`src/rtl/neuron_learn_target_seq_if.sv`:
```
// Handshake and data bundle between the training sequencer and its driver/learning layer.
// Layer elements are DW-bit unsigned fractions: 0 is 0.0, all-ones is 1.0.
interface neuron_learn_target_seq_if #(
  parameter int M     = 52,
  parameter int LBL_W = 6,
  parameter int DW    = 8,
  parameter int CNT_W = 16
);
  logic                  start;
  logic [LBL_W-1:0]      label;
  logic                  learn_en;
  logic [M-1:0][DW-1:0]  layer_out;
  logic                  valid;
  logic                  learn;
  logic [M-1:0][DW-1:0]  expected_out;
  logic                  busy;
  logic                  done;
  logic [LBL_W-1:0]      predicted;
  logic                  correct;
  logic                  label_err;
  logic [CNT_W-1:0]      hit_count;
  logic [CNT_W-1:0]      sample_count;

  modport master (
    output start, label, learn_en, layer_out,
    input  valid, learn, expected_out, busy, done, predicted, correct, label_err,
           hit_count, sample_count
  );

  modport slave (
    input  start, label, learn_en, layer_out,
    output valid, learn, expected_out, busy, done, predicted, correct, label_err,
           hit_count, sample_count
  );
endinterface

```
`src/rtl/neuron_learn_target_seq.sv`:
```
// Training sequencer: evaluates a sample on the learning layer, finds the argmax serially,
// then drives a one-hot target and a learn pulse for the labelled class.
//
// state | meaning
// IDLE  | waiting for start; label/learn_en latched on accept
// EVAL  | valid pulse to the layer
// WAIT  | LAT-cycle settle down-counter
// SCAN  | one layer element per cycle, running argmax
// LEARN | one-hot target driven, valid+learn pulse
// FIN   | done pulse, counters update
module neuron_learn_target_seq #(
  parameter int M     = 52,
  parameter int LBL_W = 6,
  parameter int LAT   = 1,
  parameter int CNT_W = 16,
  parameter int DW    = 8
) (
  input logic                     clock,
  input logic                     reset_n,
  neuron_learn_target_seq_if.slave bus
);

  typedef enum logic [2:0] {
    S_IDLE, S_EVAL, S_WAIT, S_SCAN, S_LEARN, S_FIN
  } state_t;

  state_t               r_state, w_next;
  logic [LBL_W-1:0]     r_label, r_idx, r_best, r_predicted;
  logic                 r_learn_en, r_correct, r_label_err;
  logic [3:0]           r_wait_cnt;
  logic [DW-1:0]        r_best_val;
  logic [CNT_W-1:0]     r_hit, r_samp;
  logic [M-1:0][DW-1:0] r_expected, w_target;
  logic [DW-1:0]        w_cur;
  logic [LBL_W-1:0]     w_best_nxt;
  logic                 w_take, w_last, w_label_ok, w_do_learn;

  // Strict compare keeps the lowest index on ties; element 0 always seeds the search.
  assign w_cur      = bus.layer_out[r_idx];
  assign w_take     = (r_idx == '0) || (w_cur > r_best_val);
  assign w_best_nxt = w_take ? r_idx : r_best;
  assign w_last     = (r_idx == LBL_W'(M - 1));
  assign w_label_ok = ({1'b0, r_label} < (LBL_W + 1)'(M));
  assign w_do_learn = r_learn_en && w_label_ok;

  always_comb begin
    w_target = '0;
    for (int i = 0; i < M; i++) begin
      if (r_label == LBL_W'(i)) w_target[i] = '1;
    end
  end

  always_ff @(posedge clock or negedge reset_n) begin
    if (!reset_n) r_state <= S_IDLE;
    else          r_state <= w_next;
  end

  always_comb begin
    w_next = r_state;
    case (r_state)
      S_IDLE:  if (bus.start) w_next = S_EVAL;
      S_EVAL:  w_next = S_WAIT;
      S_WAIT:  if (r_wait_cnt == '0) w_next = S_SCAN;
      S_SCAN:  if (w_last) w_next = w_do_learn ? S_LEARN : S_FIN;
      S_LEARN: w_next = S_FIN;
      S_FIN:   w_next = S_IDLE;
      default: w_next = S_IDLE;
    endcase
  end

  always_ff @(posedge clock or negedge reset_n) begin
    if (!reset_n) begin
      r_label     <= '0;
      r_learn_en  <= 1'b0;
      r_wait_cnt  <= '0;
      r_idx       <= '0;
      r_best      <= '0;
      r_best_val  <= '0;
      r_predicted <= '0;
      r_correct   <= 1'b0;
      r_label_err <= 1'b0;
      r_hit       <= '0;
      r_samp      <= '0;
      r_expected  <= '0;
    end else begin
      case (r_state)
        S_IDLE: begin
          if (bus.start) begin
            r_label    <= bus.label;
            r_learn_en <= bus.learn_en;
            r_wait_cnt <= '0;
          end
        end
        S_EVAL: r_wait_cnt <= 4'(LAT - 1);
        S_WAIT: begin
          if (r_wait_cnt != '0) begin
            r_wait_cnt <= r_wait_cnt - 4'd1;
          end else begin
            r_idx      <= '0;
            r_best     <= '0;
            r_best_val <= '0;
          end
        end
        S_SCAN: begin
          r_best <= w_best_nxt;
          if (w_take) r_best_val <= w_cur;
          r_idx <= r_idx + 1'b1;
          if (w_last) begin
            r_predicted <= w_best_nxt;
            r_correct   <= (w_best_nxt == r_label);
            r_label_err <= !w_label_ok;
            // Target is registered on entry to LEARN so it is already valid during the pulse.
            if (w_do_learn) r_expected <= w_target;
          end
        end
        S_FIN: begin
          if (r_samp != '1) r_samp <= r_samp + 1'b1;
          if (r_correct && !r_label_err && (r_hit != '1)) r_hit <= r_hit + 1'b1;
        end
        default: ;
      endcase
    end
  end

  assign bus.valid        = (r_state == S_EVAL) || (r_state == S_LEARN);
  assign bus.learn        = (r_state == S_LEARN);
  assign bus.busy         = (r_state != S_IDLE) && (r_state != S_FIN);
  assign bus.done         = (r_state == S_FIN);
  assign bus.expected_out = r_expected;
  assign bus.predicted    = r_predicted;
  assign bus.correct      = r_correct;
  assign bus.label_err    = r_label_err;
  assign bus.hit_count    = r_hit;
  assign bus.sample_count = r_samp;

endmodule

```
`src/flat_wrapper.sv`:
```
// flat-port wrapper written by rule: the top's interface ports become plain ports
module neuron_learn_target_seq_flat 
#(
  parameter int M     = 52,
  parameter int LBL_W = 6,
  parameter int LAT   = 1,
  parameter int CNT_W = 16,
  parameter int DW    = 8
)
  (clock, reset_n, bus_start, bus_label, bus_learn_en, bus_layer_out, bus_valid, bus_learn, bus_expected_out, bus_busy, bus_done, bus_predicted, bus_correct, bus_label_err, bus_hit_count, bus_sample_count);
  neuron_learn_target_seq_if #(.M(M), .LBL_W(LBL_W), .DW(DW), .CNT_W(CNT_W)) bus_i ();
  input logic clock;
  input logic reset_n;
  input wire logic [$bits(bus_i.start)-1:0] bus_start;
  input wire logic [$bits(bus_i.label)-1:0] bus_label;
  input wire logic [$bits(bus_i.learn_en)-1:0] bus_learn_en;
  input wire logic [$bits(bus_i.layer_out)-1:0] bus_layer_out;
  output wire logic [$bits(bus_i.valid)-1:0] bus_valid;
  output wire logic [$bits(bus_i.learn)-1:0] bus_learn;
  output wire logic [$bits(bus_i.expected_out)-1:0] bus_expected_out;
  output wire logic [$bits(bus_i.busy)-1:0] bus_busy;
  output wire logic [$bits(bus_i.done)-1:0] bus_done;
  output wire logic [$bits(bus_i.predicted)-1:0] bus_predicted;
  output wire logic [$bits(bus_i.correct)-1:0] bus_correct;
  output wire logic [$bits(bus_i.label_err)-1:0] bus_label_err;
  output wire logic [$bits(bus_i.hit_count)-1:0] bus_hit_count;
  output wire logic [$bits(bus_i.sample_count)-1:0] bus_sample_count;
  assign bus_i.start = bus_start;
  assign bus_i.label = bus_label;
  assign bus_i.learn_en = bus_learn_en;
  assign bus_i.layer_out = bus_layer_out;
  assign bus_valid = bus_i.valid;
  assign bus_learn = bus_i.learn;
  assign bus_expected_out = bus_i.expected_out;
  assign bus_busy = bus_i.busy;
  assign bus_done = bus_i.done;
  assign bus_predicted = bus_i.predicted;
  assign bus_correct = bus_i.correct;
  assign bus_label_err = bus_i.label_err;
  assign bus_hit_count = bus_i.hit_count;
  assign bus_sample_count = bus_i.sample_count;
  neuron_learn_target_seq #(.M(M), .LBL_W(LBL_W), .LAT(LAT), .CNT_W(CNT_W), .DW(DW)) u_core (.clock(clock), .reset_n(reset_n), .bus(bus_i));
endmodule
```
`config.mk`:
```
export PLATFORM = sky130hd
export DESIGN_NAME = neuron_learn_target_seq_flat
export DESIGN_NICKNAME = d
export VERILOG_FILES = /design/src/rtl/neuron_learn_target_seq_if.sv /design/src/rtl/neuron_learn_target_seq.sv /design/src/flat_wrapper.sv
export SDC_FILE = /design/constraint.sdc
export NUM_CORES = 1
export LEC_CHECK = 0
export CAP_MARGIN = 10
export CORE_AREA = 2 2 346 348
export DETAILED_ROUTE_END_ITERATION = 8
export DIE_AREA = 0 0 348 350
export MAX_ROUTING_LAYER = met4
export PLACE_DENSITY = 0.37
export SKIP_LAST_GASP = 1
export SLEW_MARGIN = 15
export SYNTH_ARGS = -nofsm -noshare
export SYNTH_HDL_FRONTEND = slang
export SYNTH_SLANG_ARGS = --single-unit
```
`constraint.sdc`:
```
create_clock -name clock -period 5.5 [get_ports clock]
set_input_delay 1.1 -clock clock [delete_from_list [all_inputs] [get_ports clock]]
set_output_delay 1.1 -clock clock [all_outputs]
set_load 0.1 [all_outputs]
```
==> impl_metrics.tcl <==
set metrics [dict create \
    outcome "complete, no violations" \
    crit_start "u_core.r_idx[0]" \
    grtUsageTotal_pct 10.3 \
    synth_fp_nets 1571 \
    port_buffers 885 \
    layout_min_cycle_time_ns 4.87 \
    grt_pass1_wl_mm 84.7 \
    postLayoutCellArea_um2 20400 \
    leakagePower_nw 7.12 \
    slew_violations 0 \
    synth_simple_gate_area_share_pct 9.69 \
    cts_setup_buffers 0 \
    core_um2 118000 \
    cts_buffers 17 \
    gp_congestion 0.850 \
    antenna_found_initial 14 \
    synth_fa_ha_area_share_pct 1.48 \
    p_per_area_nw_per_um2 337 \
    num_vias 10600 \
    yosysWarnings 0 \
    synthMuxAreaShare_pct 25.9 \
    ant_nets 0 \
    ff2ff_setup_slack_ns 0.63 \
    grt_max_degree 97 \
    hold_viol 0 \
    cp.required_ns 5.90 \
    area_growth_pct 72.2 \
    ys_ff_latch 126 \
    die_area_um2 122000 \
    dr.pass1.iters 4 \
    first_iter_violations 376 \
    pin_count 886 \
    ff2ff_path_depth 13 \
    skew_ns 0.0162 \
    hpwlAfterDp_mm 55.2 \
    die_w_um 348 \
    ctsResizeCount 0 \
    cts_tree "done" \
    hold_depth 2 \
    synthArstFlopShare_pct 100 \
    dp_cells 3146 \
    rows 126 \
    syn_area_um2 11800 \
    wl_per_cell_um 20.0 \
    drt_wl_total_mm 63.7 \
    ctsHoldBuffers 0 \
    pre_cts_ws_ns 0.202 \
    clk_latency_ns 0.47 \
    synth_cell_types 49 \
    fin_setup_tns_ns 0 \
    rr_startpoint "u_core.r_idx[0]" \
    synth_top_family_by_area "buffers and inverters" \
    synth_ff_type "dfrtp_1" \
    root_buffer "clkbuf_16" \
    synth_seq_area_share_pct 26.6 \
    hp-start "u_core.bus.predicted[2]" \
    grt_pass1_vias 10800 \
    critPathCaptureType "flip-flop" \
    regToRegEndpoint "u_core.r_best[1]" \
    synth_edf_count 0 \
    hold_slack_ns 0.495 \
    postSynthAreaPerCell_um2 10.5 \
    start_util_pct 10.1 \
    tightestPinTransition_ns 1.12 \
    hold_path_end "u_core.bus.predicted[2]" \
    cap_viol_max_count 0 \
    cts_sinks 126 \
    final_cells 3182 \
    crit_type "reg2reg" \
    layout.nets 2069 \
    die_h_um 350 \
    drive_gt1_share_pct 13.4 \
    worstSetupStartpointType "flip-flop" \
    fin_crit_sh_pct 88.5 \
    overflow 0 \
    hold_class "reg2reg" \
    vdd_drop_max_mv 0.217 \
    relSlewSlack_pct 25.2 \
    setup_viol 0 \
    crit_fanout 32 \
    htree_num_levels 4 \
    timing.fmax_mhz 205 \
    rsz0062_at_grt "false" \
    cp.arrival_ns 5.27 \
    drc 0 \
    synth_compound_area_share_pct 7.04 \
    clockBufferDepth 2 \
    worst_slack_ns 0.634 \
    path_clk_slew_ns 0.07 \
    synth_xor_xnor_area_share_pct 2.88 \
    via_per_inst 3.33 \
    placed_area_um2 19800 \
    synthCells 1131 \
]
[placed cells by master, fill, tap and decap left out, types with 10 or more instances in the layout]
| cell type | count |
|---|---|
| inv_1 | 14 |
| nand3_1 | 30 |
| nand2_1 | 116 |
| o31ai_1 | 54 |
| o21ai_0 | 21 |
| dfrtp_1 | 121 |
| a21oi_1 | 12 |
| nand4_1 | 15 |
| mux2_2 | 10 |
| nor2_1 | 23 |
| buf_4 | 33 |
| xnor2_1 | 34 |
| ha_1 | 14 |
| clkbuf_16 | 17 |
| mux4_2 | 128 |
| clkdlybuf4s50_1 | 873 |
| nor2b_1 | 14 |
[through the flow]
stage          total power, mW  util (%)
4_1_cts                   7.10      17.3
2_1_floorplan             4.21         -
6_report                  6.87      17.3
3_5_place_dp              5.86      16.8
5_1_grt                   7.33      17.3
3_3_place_gp              5.84      16.8
[cells by family (layout without fill, tap and decap cells)]
kind of cell | count (synthesis) | after routing
and+or+nand+nor | 241 | 241
buffers and inverters | 446 | 956
other | 0 | 5
adders and majority gates | 14 | 14
muxes | 145 | 145
AOI/OAI and AO/OA | 120 | 120
xor gates and xnor gates | 39 | 39
DFF | 126 | 126
[layer usage]
layer / GRT usage [%] / up-vias / wire, um
met5: - / - / 0
met4: 5.10 / 0 / 2540
met3: 2.05 / 84 / 3840
met2: 19.7 / 623 / 35800
met1: 9.70 / 5199 / 21600
li1: - / 4703 / -
[flip-flops by register name (all words and copies together) (netlist names)]
register and flops:
u_core.r_wait_cnt 4, u_core.r_best_val 8, u_core.bus.correct 1, u_core.bus.predicted 6
u_core.bus.hit_count 16, u_core.bus.expected_out 52, u_core.r_label 6, u_core.r_state 3
u_core.bus.label_err 1, u_core.r_learn_en 1, u_core.r_idx 6, u_core.r_best 6
u_core.bus.sample_count 16
[area by class of cell]
| cell class | instances | area [um2] |
|---|---|---|
| antenna | 5 | 12.5 |
| clock buffer | 19 | 453 |
| clock inverter | 12 | 139 |
| fill | 12900 | 97400 |
| inverter | 14 | 52.6 |
| multi-input combinational | 559 | 5570 |
| sequential | 126 | 3160 |
| tap | 1536 | 1920 |
| timing repair buffer | 911 | 9080 |
[cell usage after synthesis, drive strengths merged (2+ instances only)]
master | n | area [um2]
mux2 | 10 | 113
nand3 | 30 | 150
a21oi | 12 | 60.1
a22oi | 4 | 30.0
clkbuf | 37 | 139
nand4 | 15 | 93.8
nor3b | 2 | 20.0
a31oi | 6 | 37.5
nand2b | 8 | 50.1
nand2 | 116 | 435
nor2b | 14 | 87.6
nand3b | 2 | 15.0
xnor2 | 34 | 298
ha | 14 | 175
and4 | 2 | 17.5
a211oi | 7 | 67.6
o21ai | 23 | 115
and2 | 6 | 37.5
nor4 | 3 | 18.8
dfrtp | 126 | 3150
nor2 | 23 | 86.3
a21o | 4 | 30.0
o31ai | 54 | 405
or2 | 3 | 18.8
buf | 395 | 2930
nor3 | 4 | 20.0
mux2i | 7 | 70.1
mux4 | 128 | 2880
xor2 | 5 | 43.8
a22o | 5 | 43.8
and3 | 9 | 56.3
inv | 14 | 52.6
[worst max-delay path, stage by stage, from the launching register on]
cell	delay (ns)
dfrtp_4	0.64
buf_12	0.28
buf_4	0.30
mux4_2	0.54
mux4_2	0.53
mux2_2	0.29
o21ai_1	0.19
ha_1	0.27
nand4_1	0.12
nor2_1	0.08
a211o_1	0.26
and3_1	0.27
nor2_1	0.70
a22o_1	0.26
[report_power, final]
part	total [mW]	switching (mW)	internal [mW]
sequential	1.37	0.296	1.07
clock	1.19	0.497	0.690
combinational	4.31	2.24	2.07
total	6.87	3.04	3.83
[worst max-delay path by stage]
stage	cells past startpoint	to
after floorplan	15	u_core.r_best_val[1]
after global placement	14	u_core.r_best_val[6]
after detailed placement	13	u_core.r_best[1]
after CTS	13	u_core.r_best[1]
after global routing	13	u_core.r_best[2]
final	13	u_core.r_best[1]
No activity file was read; power rests on OpenSTA's default activity.
